<file path="src/rtl/pong_pkg.sv">
// pong_pkg: types and constants shared by the pong game blocks.
//   state_t      : game sequencer state (2-bit, exposed as state_dbg)
//   DEF_*        : default raster / paddle geometry
//   COLOUR_*     : RGB888 colours shared with the renderers
//   bcd_inc()    : saturating packed-BCD increment, only built with SCORE_BCD_EN
package pong_pkg;

  typedef enum logic [1:0] {
    SERVE = 2'd0,
    PLAY  = 2'd1,
    MISS  = 2'd2,
    OVER  = 2'd3
  } state_t;

  localparam int DEF_HRES     = 1280;
  localparam int DEF_VRES     = 720;
  localparam int DEF_PADDLE_H = 20;

  localparam logic [23:0] COLOUR_BG     = 24'h000000;
  localparam logic [23:0] COLOUR_BALL   = 24'hFFFFFF;
  localparam logic [23:0] COLOUR_PADDLE = 24'h00FF00;
  localparam logic [23:0] COLOUR_OVER   = 24'hFF0000;

`ifdef SCORE_BCD_EN
  // Increments the low 'digits' BCD digits of v; a value of all 9s is returned unchanged.
  function automatic logic [31:0] bcd_inc(input logic [31:0] v, input int digits);
    logic [31:0] r;
    logic        carry;
    logic        all9;
    r     = v;
    carry = 1'b1;
    all9  = 1'b1;
    for (int i = 0; i < 8; i++) begin
      if (i < digits && v[4*i +: 4] != 4'd9) all9 = 1'b0;
    end
    if (!all9) begin
      for (int i = 0; i < 8; i++) begin
        if (i < digits && carry) begin
          if (r[4*i +: 4] == 4'd9) begin
            r[4*i +: 4] = 4'd0;
          end else begin
            r[4*i +: 4] = r[4*i +: 4] + 4'd1;
            carry       = 1'b0;
          end
        end
      end
    end
    bcd_inc = r;
  endfunction
`endif

endpackage

</file>
<file path="src/rtl/pong_game_ctrl_if.sv">
// pong_game_ctrl_if: raster/activity inputs and game-state outputs of the
// pong game sequencer.
//   fsync, vpos, active_obj, active_paddle : from the video side (master drives)
//   hold, game_over, score, lives, level, state_dbg : from the sequencer (slave drives)
interface pong_game_ctrl_if #(
  parameter int SCORE_W = 12
);
  logic               fsync;
  logic signed [11:0] vpos;
  logic               active_obj;
  logic               active_paddle;
  logic               hold;
  logic               game_over;
  logic [SCORE_W-1:0] score;
  logic [2:0]         lives;
  logic [1:0]         level;
  logic [1:0]         state_dbg;

  modport master (
    output fsync, vpos, active_obj, active_paddle,
    input  hold, game_over, score, lives, level, state_dbg
  );

  modport slave (
    input  fsync, vpos, active_obj, active_paddle,
    output hold, game_over, score, lives, level, state_dbg
  );
endinterface

</file>
<file path="src/rtl/pong_game_ctrl_frame_timer.sv">
// frame_timer: loadable frame down-counter.
//   pixel_clk, rst_n : clock, synchronous active-low reset (count <- RST_VAL)
//   load, load_val   : reload the count (takes priority over dec)
//   dec              : decrement by one, once per frame; holds at zero
//   done             : count has reached zero
module frame_timer #(
  parameter int W       = 7,
  parameter int RST_VAL = 0
) (
  input  logic         pixel_clk,
  input  logic         rst_n,
  input  logic         load,
  input  logic [W-1:0] load_val,
  input  logic         dec,
  output logic         done
);

  logic [W-1:0] count_q;
  logic [W-1:0] count_d;

  always_comb begin
    count_d = count_q;
    if (load) begin
      count_d = load_val;
    end else if (dec && count_q != '0) begin
      count_d = count_q - W'(1);
    end
  end

  always_ff @(posedge pixel_clk) begin
    if (!rst_n) count_q <= W'(RST_VAL);
    else        count_q <= count_d;
  end

  assign done = (count_q == '0);

endmodule

</file>
<file path="src/rtl/pong_game_ctrl.sv">
// pong_game_ctrl: frame-level pong sequencer. Decides hit/miss once per frame,
// keeps score/lives/level and holds the ball and paddle during pauses.
//   pixel_clk, rst_n : clock, synchronous active-low reset
//   bus (slave)      : fsync/vpos/active_obj/active_paddle in;
//                      hold/game_over/score/lives/level/state_dbg out (all registered)
// Build option: SCORE_BCD_EN keeps score as packed BCD digits.
//
//   state | meaning
//   SERVE | ball held, waiting SERVE_FRAMES frames before release
//   PLAY  | ball live, paddle row watched for hit/miss each frame
//   MISS  | ball held for MISS_FRAMES frames after a lost life
//   OVER  | overlay on for OVER_FRAMES frames, then new game
module pong_game_ctrl
  import pong_pkg::*;
#(
  parameter int VRES         = DEF_VRES,
  parameter int PADDLE_H     = DEF_PADDLE_H,
  parameter int LIVES        = 3,
  parameter int SERVE_FRAMES = 60,
  parameter int MISS_FRAMES  = 90,
  parameter int OVER_FRAMES  = 128,
  parameter int LEVEL_HITS   = 5,
  parameter int MAX_LEVEL    = 3,
  parameter int SCORE_W      = 12
) (
  input  logic             pixel_clk,
  input  logic             rst_n,
  pong_game_ctrl_if.slave  bus
);

  localparam int MAXF_A = (SERVE_FRAMES > MISS_FRAMES) ? SERVE_FRAMES : MISS_FRAMES;
  localparam int MAXF   = (MAXF_A > OVER_FRAMES) ? MAXF_A : OVER_FRAMES;
  localparam int TW     = (MAXF > 1) ? $clog2(MAXF) : 1;
  localparam int HW     = (LEVEL_HITS > 1) ? $clog2(LEVEL_HITS) : 1;

  localparam logic signed [11:0] ROW    = 12'(VRES - PADDLE_H);
  localparam logic signed [11:0] VRES_S = 12'(VRES);
  localparam logic [2:0]         LIVES_V = 3'(LIVES);
  localparam logic [1:0]         MAXL_V  = 2'(MAX_LEVEL);

  state_t             state_q, state_d;
  logic               hold_q, hold_d;
  logic               game_over_q, game_over_d;
  logic [SCORE_W-1:0] score_q, score_d;
  logic [2:0]         lives_q, lives_d;
  logic [1:0]         level_q, level_d;
  logic [HW-1:0]      hit_cnt_q, hit_cnt_d;
  logic               hit_seen_q, hit_seen_d;
  logic               obj_on_row_q, obj_on_row_d;
  logic               hit_prev_q, hit_prev_d;

  logic               on_row;
  logic               tmr_load;
  logic [TW-1:0]      tmr_load_val;
  logic               tmr_done;
  logic               score_inc;
`ifdef SCORE_BCD_EN
  logic [31:0]        bcd_next;
`endif

  // The range test keeps blanking lines out even if ROW were ever mis-set.
  assign on_row = (bus.vpos >= 12'sd0) && (bus.vpos < VRES_S) && (bus.vpos == ROW);

  frame_timer #(
    .W       (TW),
    .RST_VAL (SERVE_FRAMES - 1)
  ) u_frame_timer (
    .pixel_clk (pixel_clk),
    .rst_n     (rst_n),
    .load      (tmr_load),
    .load_val  (tmr_load_val),
    .dec       (bus.fsync),
    .done      (tmr_done)
  );

  always_comb begin
    state_d      = state_q;
    score_d      = score_q;
    lives_d      = lives_q;
    level_d      = level_q;
    hit_cnt_d    = hit_cnt_q;
    hit_seen_d   = hit_seen_q;
    obj_on_row_d = obj_on_row_q;
    hit_prev_d   = hit_prev_q;
    score_inc    = 1'b0;
`ifdef SCORE_BCD_EN
    bcd_next     = '0;
`endif

    if (bus.fsync) begin
      hit_seen_d   = 1'b0;
      obj_on_row_d = 1'b0;
      case (state_q)
        SERVE: if (tmr_done) state_d = PLAY;
        PLAY: begin
          hit_prev_d = hit_seen_q;
          if (hit_seen_q && !hit_prev_q) begin
`ifdef SCORE_BCD_EN
            bcd_next  = bcd_inc(32'(score_q), SCORE_W / 4);
            score_d   = bcd_next[SCORE_W-1:0];
            score_inc = (bcd_next[SCORE_W-1:0] != score_q);
`else
            if (score_q != '1) begin
              score_d   = score_q + SCORE_W'(1);
              score_inc = 1'b1;
            end
`endif
            // hit_cnt tracks score modulo LEVEL_HITS in binary, whatever the score format.
            if (score_inc) begin
              if (hit_cnt_q == HW'(LEVEL_HITS - 1)) begin
                hit_cnt_d = '0;
                if (level_q != MAXL_V) level_d = level_q + 2'd1;
              end else begin
                hit_cnt_d = hit_cnt_q + HW'(1);
              end
            end
          end else if (obj_on_row_q && !hit_seen_q) begin
            lives_d = lives_q - 3'd1;
            state_d = (lives_q == 3'd1) ? OVER : MISS;
          end
        end
        MISS: if (tmr_done) state_d = SERVE;
        OVER: begin
          if (tmr_done) begin
            score_d   = '0;
            lives_d   = LIVES_V;
            level_d   = 2'd0;
            hit_cnt_d = '0;
            state_d   = SERVE;
          end
        end
        default: state_d = SERVE;
      endcase
    end else if (state_q == PLAY && on_row) begin
      if (bus.active_obj)                      obj_on_row_d = 1'b1;
      if (bus.active_obj && bus.active_paddle) hit_seen_d   = 1'b1;
    end

    hold_d      = (state_d != PLAY);
    game_over_d = (state_d == OVER);
  end

  always_comb begin
    tmr_load     = (state_d != state_q);
    tmr_load_val = TW'(SERVE_FRAMES - 1);
    case (state_d)
      MISS:    tmr_load_val = TW'(MISS_FRAMES - 1);
      OVER:    tmr_load_val = TW'(OVER_FRAMES - 1);
      default: tmr_load_val = TW'(SERVE_FRAMES - 1);
    endcase
  end

  always_ff @(posedge pixel_clk) begin
    if (!rst_n) begin
      state_q      <= SERVE;
      hold_q       <= 1'b1;
      game_over_q  <= 1'b0;
      score_q      <= '0;
      lives_q      <= LIVES_V;
      level_q      <= 2'd0;
      hit_cnt_q    <= '0;
      hit_seen_q   <= 1'b0;
      obj_on_row_q <= 1'b0;
      hit_prev_q   <= 1'b0;
    end else begin
      state_q      <= state_d;
      hold_q       <= hold_d;
      game_over_q  <= game_over_d;
      score_q      <= score_d;
      lives_q      <= lives_d;
      level_q      <= level_d;
      hit_cnt_q    <= hit_cnt_d;
      hit_seen_q   <= hit_seen_d;
      obj_on_row_q <= obj_on_row_d;
      hit_prev_q   <= hit_prev_d;
    end
  end

  assign bus.hold      = hold_q;
  assign bus.game_over = game_over_q;
  assign bus.score     = score_q;
  assign bus.lives     = lives_q;
  assign bus.level     = level_q;
  assign bus.state_dbg = state_q;

endmodule
</file>
<file path="src/flat_wrapper.sv">
// flat-port wrapper written by rule: the top's interface ports become plain ports
module pong_game_ctrl_flat import pong_pkg::*;
#(
  parameter int VRES         = DEF_VRES,
  parameter int PADDLE_H     = DEF_PADDLE_H,
  parameter int LIVES        = 3,
  parameter int SERVE_FRAMES = 60,
  parameter int MISS_FRAMES  = 90,
  parameter int OVER_FRAMES  = 128,
  parameter int LEVEL_HITS   = 5,
  parameter int MAX_LEVEL    = 3,
  parameter int SCORE_W      = 12
)
  (pixel_clk, rst_n, bus_fsync, bus_vpos, bus_active_obj, bus_active_paddle, bus_hold, bus_game_over, bus_score, bus_lives, bus_level, bus_state_dbg);
  pong_game_ctrl_if #(.SCORE_W(SCORE_W)) bus_i ();
  input  logic pixel_clk;
  input  logic rst_n;
  input wire logic [$bits(bus_i.fsync)-1:0] bus_fsync;
  input wire logic [$bits(bus_i.vpos)-1:0] bus_vpos;
  input wire logic [$bits(bus_i.active_obj)-1:0] bus_active_obj;
  input wire logic [$bits(bus_i.active_paddle)-1:0] bus_active_paddle;
  output wire logic [$bits(bus_i.hold)-1:0] bus_hold;
  output wire logic [$bits(bus_i.game_over)-1:0] bus_game_over;
  output wire logic [$bits(bus_i.score)-1:0] bus_score;
  output wire logic [$bits(bus_i.lives)-1:0] bus_lives;
  output wire logic [$bits(bus_i.level)-1:0] bus_level;
  output wire logic [$bits(bus_i.state_dbg)-1:0] bus_state_dbg;
  assign bus_i.fsync = bus_fsync;
  assign bus_i.vpos = bus_vpos;
  assign bus_i.active_obj = bus_active_obj;
  assign bus_i.active_paddle = bus_active_paddle;
  assign bus_hold = bus_i.hold;
  assign bus_game_over = bus_i.game_over;
  assign bus_score = bus_i.score;
  assign bus_lives = bus_i.lives;
  assign bus_level = bus_i.level;
  assign bus_state_dbg = bus_i.state_dbg;
  pong_game_ctrl #(.VRES(VRES), .PADDLE_H(PADDLE_H), .LIVES(LIVES), .SERVE_FRAMES(SERVE_FRAMES), .MISS_FRAMES(MISS_FRAMES), .OVER_FRAMES(OVER_FRAMES), .LEVEL_HITS(LEVEL_HITS), .MAX_LEVEL(MAX_LEVEL), .SCORE_W(SCORE_W)) u_core (.pixel_clk(pixel_clk), .rst_n(rst_n), .bus(bus_i));
endmodule
</file>
<file path="config.mk">
export PLATFORM = sky130hd
export DESIGN_NAME = pong_game_ctrl_flat
export DESIGN_NICKNAME = d
export VERILOG_FILES = /design/src/rtl/pong_pkg.sv /design/src/rtl/pong_game_ctrl_if.sv /design/src/rtl/pong_game_ctrl_frame_timer.sv /design/src/rtl/pong_game_ctrl.sv /design/src/flat_wrapper.sv
export SDC_FILE = /design/constraint.sdc
export NUM_CORES = 1
export LEC_CHECK = 0
export BUFFER_PORTS_ARGS = -buffer_cell sky130_fd_sc_hd__buf_2
export CAP_MARGIN = 20
export CORE_ASPECT_RATIO = 0.8
export CORE_MARGIN = 2
export CORE_UTILIZATION = 30
export CTS_CLUSTER_DIAMETER = 80
export DETAILED_ROUTE_END_ITERATION = 10
export HOLD_SLACK_MARGIN = 0.03
export PLACE_DENSITY = 0.48
export RECOVER_POWER = 100
export SKIP_CTS_REPAIR_TIMING = 1
export SLEW_MARGIN = 0
export SYNTH_ARGS = -nofsm -noshare
export SYNTH_HDL_FRONTEND = slang
export SYNTH_SLANG_ARGS = --single-unit
export TNS_END_PERCENT = 10
</file>
<file path="constraint.sdc">
create_clock -name pixel_clk -period 2.3 [get_ports pixel_clk]
set_input_delay 0.115 -clock pixel_clk [delete_from_list [all_inputs] [get_ports pixel_clk]]
set_output_delay 0.115 -clock pixel_clk [all_outputs]
set_load 0.005 [all_outputs]
</file>
### Word level (Yosys, flattened, before mapping)

Cells that the tools add are included.

* register bits: 34
* latch bits: 0
* bits in writable memories: 0
* bits in read-only memories: 0
* input port bits: 17
* output and inout bits: 21
* memories: 0

* add/sub/neg operators: 5
* $mul: 0
* div/mod/pow operators: 0
* $lt $le $gt $ge: 2
* equality and inequality tests: 20
* shift operators: 0
* multiplexer cells: 33
* bitwise operators: 1
* reductions and logical operators: 23

Operators by type and width (count)
* two-way mux 12 bit: 3
* one-hot mux 12 bit (2 select lines): 1
* two-way mux 3 bit: 7
* two-way mux 2 bit: 10
* AND reduction 5 bit: 3
* two-way mux 7 bit: 2
* inequality test 2 x 1 -> 1 bit (second input constant): 7
* one-hot mux 7 bit (2 select lines): 1
* adder 12 x 1 -> 12 bit (second input constant): 1
* == test 12 x 11 -> 1 bit (second input constant): 1
* >= comparator 12 x 1 -> 1 bit (second input constant): 1
* < comparator 12 x 11 -> 1 bit (second input constant): 1
* inequality test 12 bit (second input constant): 1
* one-hot mux 3 bit (2 select lines): 2
* == test 2 bit (second input constant): 4
* logical AND 1 bit: 7
* logical NOT 7 bit: 1
* AND reduction 7 bit: 1
* nonzero test 7 bit: 1
* subtractor 7 x 1 -> 7 bit (second input constant): 1
* inequality test 2 bit (second input constant): 3
* one-hot mux 2 bit (3 select lines): 1
* AND reduction 2 bit: 3
* two-way mux 1 bit: 5
* 13 further kinds: 16

### Longest topological paths before layout

* depth in word-level cells: 9
* gate-level depth with buffers: 7
* depth with buffers taken out: 6

### Modules after synthesis

Synthesis repeated with hierarchy kept, for this count alone.

* cell total of the unflattened synthesis: 218
* area, all modules: 1825.5 µm²

Modules (own cells, without submodules)
* pong_game_ctrl: instances 1, cells an instance 168, area an instance 1393.8 µm², sequential area each 540.5 µm²
* frame_timer: instances 1, cells an instance 50, area an instance 431.7 µm², sequential area each 140.1 µm²

### Least setup slack after synthesis

Ideal clock, no wire load.

* path kind: reg2reg
* start: register u_core.u_frame_timer.count_q[0]
* end: register u_core.score_q[9], in the netlist u_core.bus.score[9]
* arrival time: 1.817 ns
* setup slack: 0.411 ns
* cell stages (with the launch flop): 8
* path buffers: 1
* path through: dfxtp_1 > inv_1 > ha_1 > nor2b_1 > a31oi_4 > buf_2 > nor4_2 > mux2i_1

* cells in the longest elaborated chain, start to end: 3

Ends and longest elaborated chain
* start, declared: RTL line pong_game_ctrl_frame_timer.sv:18 `logic [W-1:0] count_q;`
* start signal, assigned: RTL line pong_game_ctrl_frame_timer.sv:31 `if (!rst_n) count_q <= W'(RST_VAL);`
* start signal, assigned: RTL line pong_game_ctrl_frame_timer.sv:32 `else count_q <= count_d;`
* logical NOT 7 bit: RTL line pong_game_ctrl_frame_timer.sv:35 `assign done = (count_q == '0);`
* inequality test 2 x 1 -> 1 bit (no line)
* AND reduction 5 bit (no line)
* end signal, assigned: RTL line pong_game_ctrl.sv:169 `score_q <= score_d;`
* end, declared: RTL line pong_game_ctrl.sv:44 `logic [SCORE_W-1:0] score_q, score_d;`

No other way between the ends.
A chain may end at the register's enable or synchronous reset.

### Worst setup path in the final report

* start: register u_core.u_frame_timer.count_q[0]
* end: register u_core.score_q[11], in the netlist u_core.bus.score[11]

The elaborated chain is that of the path after synthesis.

==> results.yml <==
finish:
  mostFrequentLayoutCells: "34 x dfxtp_1, 28 x buf_2, 26 x nand2_1"
  final_common_cell: "dfxtp_1"
  area_growth_pct: 18.5
  final-seq-area_um2: 681
  multiInputGateArea_um2: 1210
  fin_cells: 351
  fillers: 680
  n_antenna_cell: 0
  drive_above_1_share_pct: 18.7
  finalNetCount: 290
  stdcell_area_um2: 2350
pwr:
  internal-power_w: 0.000863
  switchingPower_w: 0.000262
  ir_drop_v: 0.000297
  p_sw_share_pct: 23.3
  seq_power_share_pct: 53.1
  p_leak_nw: 0.868
  p_clk_share_pct: 41.0
  combinationalPowerShare_pct: 5.9
  p_per_area_nw_per_um2: 479
global_routing:
  grt_pass1_wl_um: 8370
  grt_pass1_vias: 1646
  overflow: 0
  track_usage_pct: 14.5
  antenna_found_initial: 0
  grt_max_degree: 20
routing:
  wl_per_cell_um: 14.0
  met2_length_um: 1950
  ant_nets: 0
  drt_pre_antenna_iters: 4
  drt-initial-drc-count: 79
  dr_wl_met3_um: 221
  wl_met1_um: 2690
  top_layer: "met4"
  vias_per_cell: 5.09
  wl_um: 4900
  vias: 1785
  drc: 0
logic_synthesis:
  synth-seq-area-share_pct: 34.3
  synth_edf_count: 0
  ys_types: 53
  syn_avg_cell_area_um2: 8.81
  synth-async-reset-ratio_pct: 0
  synth_ff_type: "dfxtp_1"
  yosys.area.top_type: "dfxtp_1"
  synth.area.top_cells: "dfxtp_1 34%, mux2i_1 6.1%, nand2_1 4.9%"
  netlist_area_um2: 1980
  synth-seq-cells: 34
  yosys_warnings: 0
  synth_top_area_share_pct: 34.3
  syn_nets: 249
  syn_inst: 225
placed_design:
  dpl_cell_area_um2: 2280
  dpl.hpwl_um: 3610
  place.port_buffers: 37
  dp_cells: 343
  gp_congestion: 0.767
clock_network:
  cts_root_buf: "clkbuf_8"
  clock_path_buffers: 2
  clk_pin_slew_worst_paths_ns: 0.07
  cts_tree: "yes"
  cts_sinks: 34
  numCtsBuffers: 5
  h-tree-depth: 2
  clkLatencyLatePin_ns: 0.28
floorplanning:
  die_w_um: 94.9
  num_rows: 26
  start_util_pct: 31.1
  io_pins: 38
  die_h_um: 76.7
  dieArea_um2: 7280
  core_area_um2: 6380
job:
  maxCapViolCount: 0
worst_setup_path:
  rr_startpoint: "u_core.u_frame_timer.count_q[0]$_SDFFE_PN1P_"
  cp_max_fo: 18
  crit_type: "register to register"
  path_delay_family: "simple AND/OR/NAND/NOR gates"
  crit_chain: "inv_1 > ha_1 > nor2b_1 > a31oi_4 > or4_1 > a21boi_0"
  path_depth: 6
  crit_path_end: "u_core.bus.score[11]$_SDFFE_PN0P_"
  reg2regPathDepth: 6
  r2r-end: "u_core.bus.score[11]$_SDFFE_PN0P_"
  slowest_delay_ns: 0.55
  crit_buf_inv: 1
  cp-start-kind: "register"
  endpoint_kind: "register"
  crit_start: "u_core.u_frame_timer.count_q[0]$_SDFFE_PN1P_"
  crit_arrival_ns: 2.23
  cp.required_ns: 2.50
  cpMaxStageDelayCell: "or4_1"
  r2r_slack_ns: 0.27
sta:
  setup_viol: 0
  fmax_mhz: 492
  finalHoldViolCount: 0
  slew_violations: 0
  post-route-period-util_pct: 88.3
  rsz0062_at_grt: "false"
  fin_worst_skew_ns: 0.00616
  post-route-min-period_ns: 2.03
  slew_headroom_pct: 60.4
  worst_pin_slew_ns: 0.594
  fin_setup_tns_ns: 0
hold_path:
  hold_class: "input pin to register"
  whs_path_depth: 3
run_status:
  status: "completed"
[metrics by stage]
stage / utilization [%] / power, W / hold WS [ns] / setup slack (ns)
after global placement: 35.8 / 0.000678 / 0.403 / 0.346
after global routing: 36.8 / 0.00119 / 0.111 / 0.123
after CTS: 37.2 / 0.00114 / 0.108 / 0.306
after floorplan: - / 0.000651 / 0.249 / 0.411
after detailed placement: 35.8 / 0.000679 / 0.406 / 0.330
final: 36.8 / 0.00113 / 0.114 / 0.269
[cells by family after synthesis]
family / after synthesis / synth area share (%)
and+or+nand+nor: 104 / 32.5
AOI/OAI and AO/OA: 47 / 18.2
DFF: 34 / 34.3
buffers and inverters: 20 / 4.04
muxes: 12 / 6.06
adders and majority gates: 7 / 4.42
xor gates and xnor gates: 1 / 0.442
[worst min path at each step]
| stage | start | to | slack [ns] |
|---|---|---|---|
| after floorplan | rst_n | u_core.bus.state_dbg[1]$_SDFF_PN0_ | 0.25 |
| after global routing | bus_active_paddle | u_core.hit_seen_q$_SDFFE_PP0P_ | 0.11 |
| after global placement | bus_active_paddle | u_core.hit_seen_q$_SDFFE_PP0P_ | 0.40 |
| after detailed placement | bus_active_paddle | u_core.hit_seen_q$_SDFFE_PP0P_ | 0.41 |
| after CTS | bus_active_paddle | u_core.hit_seen_q$_SDFFE_PP0P_ | 0.11 |
| final | bus_active_paddle | u_core.hit_seen_q$_SDFFE_PP0P_ | 0.11 |
[routing by layer]
layer	up-vias	GRT usage (%)
li1	925	-
met1	820	21.5
met2	35	20.6
met3	5	3.34
met4	0	4.64
met5	-	0
[power by group through the flow]
stage / combinational [W] / clock [W] / sequential (W)
2_1_floorplan: 0.0000411 / 0 / 0.000610
3_3_place_gp: 0.0000673 / 0 / 0.000611
3_5_place_dp: 0.0000682 / 0 / 0.000611
4_1_cts: 0.0000683 / 0.000476 / 0.000597
5_1_grt: 0.0000761 / 0.000513 / 0.000598
6_report: 0.0000668 / 0.000461 / 0.000598
[worst register-to-register path, delay by kind of cell (launching register included)]
family / cells / cell delay, ns
AND/OR/NAND/NOR: 2 / 0.85
AO/OA/AOI/OAI: 2 / 0.47
flip-flops: 1 / 0.33
adder cells (fa/ha/maj): 1 / 0.26
buffers and inverters: 1 / 0.06
[state kept, by name, summed over array words and instances, names as in the netlist, 2 cells and up]
signal / flops
u_core.hit_cnt_q: 3
u_core.bus.state_dbg: 2
u_core.bus.level: 2
u_core.bus.score: 12
u_core.u_frame_timer.count_q: 7
u_core.bus.lives: 3
[synthesized netlist by cell type, types with 3 or more instances]
master	number
dfxtp_1	34
nand2_1	26
mux2i_1	12
inv_1	10
nand2b_1	9
ha_1	7
nand3_1	7
nand4_1	7
o31ai_1	7
a21oi_1	6
clkbuf_1	6
o21ai_0	6
or3_1	6
or4_1	6
a21boi_1	5
and2_1	5
nor3_1	5
a31oi_1	4
and4_1	4
buf_2	4
nor4_1	4
a21boi_0	3
and3_1	3
nor2_1	3
nor3b_1	3
[area by class of cell]
class                      count  share of cell area (%)
clock buffer                   7                    3.68
clock inverter                 1                   0.213
inverter                      10                    1.60
multi-input combinational    171                    51.7
sequential                    34                    29.0
tap                           84                    4.48
timing repair buffer          44                    9.32
(Power assumes the default switching activity.)
